**src/rtl/cardinal_nic.sv**
```systemverilog
// cardinal_nic: processor-side network interface with one 64-bit output
// channel buffer (toward the router PE input) and one 64-bit input channel
// buffer (from the router PE output), each with a single full bit.
// Optional feature: define NIC_POLARITY_GATE_EN to hold injection until the
// packet's vc bit (bit 63) differs from the current network polarity.
//
// Handshake (both channels): a transfer happens at a rising edge where the
// sender's send line and the receiver's ready line are both 1; send depends
// on ready combinationally on the output side, and ready never depends on
// send on the input side.
module cardinal_nic (
  input  logic        clk,
  input  logic        reset,
  input  logic [1:0]  addr,
  input  logic [63:0] d_in,
  output logic [63:0] d_out,
  input  logic        nicEn,
  input  logic        nicWrEn,
  output logic        net_so,
  output logic [63:0] net_do,
  input  logic        net_ri,
  input  logic        net_si,
  input  logic [63:0] net_di,
  output logic        net_ro,
  input  logic        polarity
);

  localparam logic [1:0] ADDR_IN_DATA    = 2'b00;
  localparam logic [1:0] ADDR_IN_STATUS  = 2'b01;
  localparam logic [1:0] ADDR_OUT_DATA   = 2'b10;
  localparam logic [1:0] ADDR_OUT_STATUS = 2'b11;

  logic [63:0] out_buf_q, out_buf_d;
  logic        out_full_q, out_full_d;
  logic [63:0] in_buf_q, in_buf_d;
  logic        in_full_q, in_full_d;

  logic        cpu_rd;
  logic        out_wr;
  logic        in_rd_clr;
  logic        in_capture;

  assign cpu_rd    = nicEn & ~nicWrEn;
  // A write into a full output buffer is silently dropped, including the
  // edge at which the buffered packet leaves (out_full is still 1 then).
  assign out_wr    = nicEn & nicWrEn & (addr == ADDR_OUT_DATA) & ~out_full_q;
  assign in_rd_clr = cpu_rd & (addr == ADDR_IN_DATA);
  // Ready is low while full, so a packet arriving on the same edge as the
  // draining read is not taken; the router keeps offering it.
  assign in_capture = net_si & net_ro;

  assign net_do = out_buf_q;
  assign net_ro = ~in_full_q;

`ifdef NIC_POLARITY_GATE_EN
  assign net_so = out_full_q & net_ri & (out_buf_q[63] != polarity);
`else
  // Polarity is unused when gating is disabled.
  logic unused_polarity;
  assign unused_polarity = polarity;
  assign net_so = out_full_q & net_ri;
`endif

  // Processor read mux; zero whenever no read is in progress.
  always_comb begin
    d_out = 64'd0;
    if (cpu_rd) begin
      case (addr)
        ADDR_IN_DATA:    d_out = in_buf_q;
        ADDR_IN_STATUS:  d_out = {63'd0, in_full_q};
        ADDR_OUT_DATA:   d_out = out_buf_q;
        ADDR_OUT_STATUS: d_out = {63'd0, out_full_q};
        default:         d_out = 64'd0;
      endcase
    end
  end

  // Next-state for both channel buffers and their full bits.
  always_comb begin
    out_buf_d  = out_buf_q;
    out_full_d = out_full_q;
    in_buf_d   = in_buf_q;
    in_full_d  = in_full_q;

    // Send and accept are mutually exclusive: send needs full, write needs empty.
    if (net_so) begin
      out_full_d = 1'b0;
    end else if (out_wr) begin
      out_buf_d  = d_in;
      out_full_d = 1'b1;
    end

    // Capture needs empty; draining read only matters when full.
    if (in_capture) begin
      in_buf_d  = net_di;
      in_full_d = 1'b1;
    end else if (in_rd_clr) begin
      in_full_d = 1'b0;
    end
  end

  // State registers; reset discards any pending packet in either direction.
  always_ff @(posedge clk or posedge reset) begin
    if (reset) begin
      out_buf_q  <= 64'd0;
      out_full_q <= 1'b0;
      in_buf_q   <= 64'd0;
      in_full_q  <= 1'b0;
    end else begin
      out_buf_q  <= out_buf_d;
      out_full_q <= out_full_d;
      in_buf_q   <= in_buf_d;
      in_full_q  <= in_full_d;
    end
  end

endmodule

```
**config.mk**
```make
export PLATFORM = sky130hd
export DESIGN_NAME = cardinal_nic
export DESIGN_NICKNAME = d
export VERILOG_FILES = /design/src/rtl/cardinal_nic.sv
export SDC_FILE = /design/constraint.sdc
export NUM_CORES = 1
export LEC_CHECK = 0
export ABC_AREA = 1
export BUFFER_PORTS_ARGS = -buffer_cell sky130_fd_sc_hd__buf_4
export CAP_MARGIN = 10
export CELL_PAD_IN_SITES_DETAIL_PLACEMENT = 0
export CELL_PAD_IN_SITES_GLOBAL_PLACEMENT = 1
export CORE_MARGIN = 2
export CORE_UTILIZATION = 35
export DETAILED_ROUTE_END_ITERATION = 8
export PLACE_DENSITY_LB_ADDON = 0.1
export SETUP_SLACK_MARGIN = 0.4
export SLEW_MARGIN = 15
export SYNTH_ARGS = -nofsm -noshare
export SYNTH_HDL_FRONTEND = slang
export SYNTH_SLANG_ARGS = --single-unit
```
**constraint.sdc**
```tcl
create_clock -name clk -period 12.3 [get_ports clk]
set_clock_uncertainty 0.05 [all_clocks]
set_input_delay 1.23 -clock clk [delete_from_list [all_inputs] [get_ports clk]]
set_output_delay 1.23 -clock clk [all_outputs]
set_load 0.1 [all_outputs]
```
# After elaboration in Yosys (flattened, before gate mapping)
# Index checks and enable logic that the tools add are counted.
# classes
eq_ne	3
n_mux	6
bitwise_logic	11
n_reduce_logical	4
# ops
cell	n
case mux 64 bit (4 select lines)	1
two-way mux 64 bit	1
AND 1 bit	7
== test 2 bit (second input constant)	2
two-way mux 1 bit	4
NOT 1 bit	4
nonzero test 2 bit	2
== test 2 x 1 -> 1 bit (second input constant)	1
logical NOT 2 bit	1
AND reduction 2 bit	1
# word_totals
regBits	130
output_inout_bits	130
wordCells	28

# Depth between registers and ports, before layout
# depth
word_depth	5
depth_mapped	8
ltp_nobuf	6

# Least setup slack after synthesis
# No wires, ideal clock.
# synth_timing
path_kind	input port to output port
start	in nicWrEn
end	out d_out[0]
t_arrival_ps	2789
setup_slack_ps	8231
path_stages	5
path_buffers	0
cell_sequence	inv_1 nand2_1 inv_1 nand3_1 nor2_1
# synth_via
elab_chain_cells	3
# synth_lines
element	line	source
start: declaration	18	input logic nicWrEn,
NOT 1 bit	43	assign cpu_rd = nicEn & ~nicWrEn;
AND 1 bit	43	
two-way mux 64 bit	67	if (cpu_rd) begin
end: declaration	16	output logic [63:0] d_out,
# No other way between the ends.

# Final worst setup path
# layout_timing
start	in nicWrEn
end	out d_out[48]
# The elaborated chain is that of the path after synthesis.

==> reports/results.tsv <==
stage	metric	value	unit
setup_path	worst-path fanout max	45	
yosys	Synth area leaders	dfrtp_1 54%, nand2_1 28%, nand3_1 11%	
setup_path	Worst EP required	11.02	ns
timing	Tcrit/Tclk final	36.1	%
detailed_routing	met1 wire length	8.88	mm
detailed_routing	WL met2	9.67	mm
power_and_ir_drop	Clk network pwr share	27.6	%
run	maxcap violations	0	
detailed_routing	post-route ant nets	0	
detailed_routing	drt total wl	20.2	mm
yosys	syn avg cell area	7.70	um2
yosys	Synth area leader	dfrtp_1	
yosys	Syn Nets	923	
power_and_ir_drop	Peak VDD IR	0.106	mV
detailed_routing	metal3 WL	1.49	mm
setup_path	Top delay family on crit path	buffers and inverters	
clock_network	Clock Sinks	130	
setup_path	Setup CP Type	in2out	
yosys	Synth cell types	15	
detailed_routing	TritonRoute pass-1 iters	4	
setup_path	crit start category	input port	
power_and_ir_drop	pwr/cell area	235	nW/um2
floorplanning	IO Count	267	
power_and_ir_drop	Switching Share	44.6	%
power_and_ir_drop	Internal Dissipation	0.00113	W
floorplanning	Core ar.	17100	um2
finish	ant diodes	0	
yosys	Ys Warns	0	
clock_network	Clk Latency, worst-skew pair	0.40	ns
power_and_ir_drop	leakage	4.99	nW
grt	global-route wire length before repair	31.3	mm
placed_design	Placed Cells incl. Taps	1230	
grt	Global Route Usage Sum	22.1	%
grt	vias in the first global route	5722	
detailed_routing	DRC	0	
floorplanning	DIE AREA	18400	um2
detailed_routing	DR vias	5888	
setup_path	crit-path max cell delay	0.57	ns
timing	Tightest Pin Transition	0.835	ns
timing	Tmin final	4.44	ns
hold_path	Hold Crit Class	reg2reg	
finish	nets@finish	1161	
clock_network	post-cts hold buffer count	0	
yosys	synthesized flop and latch total	130	
setup_path	CP Data Arrival Time	3.16	ns
detailed_routing	WL/cell	16.0	um
yosys	cell count after synthesis	786	
clock_network	number of CTS-inserted buffers	17	
clock_network	Root Driver	clkbuf_16	
power_and_ir_drop	Seq pwr share	32.4	%
clock_network	CTS H-Tree Depth	4	
yosys	Seq/Total Area, Yosys	53.8	%
placed_design	gpl congestion	0.766	
yosys	top-area cell type share of the netlist area	53.8	%
timing	Final Hold Fails	0	
setup_path	CP max stage cell	buf_4	
detailed_routing	drt initial violations	257	
setup_path	worst-path cell chain	buf_4 -> inv_1 -> nand2_1 -> nor2_4 -> buf_4 -> nand2_1 -> nand2_1 -> buf_4	
clock_network	post_cts resized	0	
placed_design	Port Buffer Count	265	
power_and_ir_drop	combinational share of power	39.9	%
grt	initial antenna violation count	0	
setup_path	CP Capture Type	output pin	
finish	commonest non-fill, non-tap cell in the layout	nand2_1	
floorplanning	num rows	48	
grt	grt ovf	0	
detailed_routing	Top Layer Used	met4	
timing	Max-Slew Margin vs Limit	44.3	%
detailed_routing	Via density	4.67	
placed_design	post-DP HPWL	12.8	mm
floorplanning	die height	135	um
floorplanning	die span in x	135	um
clock_network	Reg clk slew, reported paths	0.05	ns
clock_network	clock buffer depth	2	
timing	RSZ-0062 raised after global routing	no	
clock_network	postcts setup bufs	0	
setup_path	CP Buf/Inv Count	4	
grt	largest net degree at the start of global routing	80	
timing	final setup vio count	0	
finish	fin cells	1262	
timing	fin. max-slew vios	0	
finish	commonest cells after routing, fill and taps aside	450 x nand2_1, 273 x buf_4, 130 x dfrtp_1, 128 x nand3_1, 17 x clkbuf_16	
power_and_ir_drop	switching power	0.000912	W
clock_network	CTS tree	done	
timing	fmax	0.225	GHz
finish	share of cells above drive strength 1	30.1	%
outcome	outcome	finished, final reports clean	
floorplanning	Starting Density	35.3	%
yosys	Synth Cell Area	6050	um2
finish	area delta synth->final	44.0	%
timing	setup_tns	0	ns
==> cell usage after synthesis <==
cell type	n
nor2_4	2
nand3b_1	1
nand2_2	1
buf_2	22
buf_6	12
inv_1	9
inv_2	1
clkbuf_1	12
buf_4	8
dfrtp_1	130
nand2_1	452
nand3_1	128
nor2_1	4
a21oi_1	2
o21ai_0	2
==> sequential cells by signal, summed over array words and instances, names as in the netlist <==
name / flops
in_buf_q: 64
net_do: 64
in_full_q: 1
out_full_q: 1
==> worst register-to-register path: stages, from the launching register on <==
cell	delay, ns
dfrtp_1	0.39
inv_2	0.06
buf_4	0.59
nand2_2	0.29
buf_4	0.43
nor2_1	0.17
a21oi_1	0.05
==> per-stage QoR <==
| stage | worst slack, ns | utilization, % | total power (W) | hold slack (ns) | cell area, um2 |
|---|---|---|---|---|---|
| after global placement | 7.78 | 47.0 | 0.00148 | 0.404 | 8050 |
| after detailed placement | 7.82 | 47.0 | 0.00149 | 0.409 | 8050 |
| after CTS | 7.84 | 50.9 | 0.00206 | 0.422 | 8710 |
| final | 7.86 | 50.9 | 0.00204 | 0.419 | 8710 |
| after global routing | 7.68 | 50.9 | 0.00215 | 0.436 | 8710 |
| after floorplan | 7.55 | - | 0.00129 | 0.392 | 6050 |
==> worst paths after layout <==
check	start	end	slack [ns]	depth (start not counted)
setup / recovery	nicWrEn	d_out[48]	7.86	8
hold / removal	in_buf_q[17]	in_buf_q[17]	0.42	2
hold reg to reg	in_buf_q[17]	in_buf_q[17]	0.42	2
min in group asynchronous	reset	net_do[19]	0.91	2
setup reg to reg	in_full_q	in_buf_q[0]	10.11	6
max in group asynchronous	reset	net_do[63]	10.08	3
==> cells by family after synthesis <==
kind of cell / after synthesis / share of synthesized area, %
flops: 130 / 53.8
buf+inv: 64 / 6.41
compound gates: 4 / 0.331
simple gates: 588 / 39.5
==> layout make-up <==
| type | instances | area, um2 |
|---|---|---|
| fill | 1788 | 8410 |
| sequential | 130 | 3250 |
| multi-input combinational | 592 | 2420 |
| timing repair buffer | 273 | 2050 |
| clock buffer | 23 | 488 |
| tap | 225 | 282 |
| clock inverter | 9 | 175 |
| inverter | 10 | 42.5 |
==> per-layer routing <==
layer,vias up,track usage (%)
met2,169,36.4
met4,0,5.38
met1,2780,28.6
met3,12,6.77
li1,2927,-
met5,-,0
==> power groups by stage <==
| stage | clock network (W) | logic (W) | registers (W) |
|---|---|---|---|
| after global placement | 0 | 0.000817 | 0.000665 |
| after global routing | 0.000598 | 0.000871 | 0.000684 |
| after CTS | 0.000577 | 0.000823 | 0.000663 |
| final | 0.000565 | 0.000816 | 0.000663 |
| after floorplan | 0 | 0.000310 | 0.000977 |
| after detailed placement | 0 | 0.000822 | 0.000669 |
Note: power is estimated with default switching activity, not from simulation.
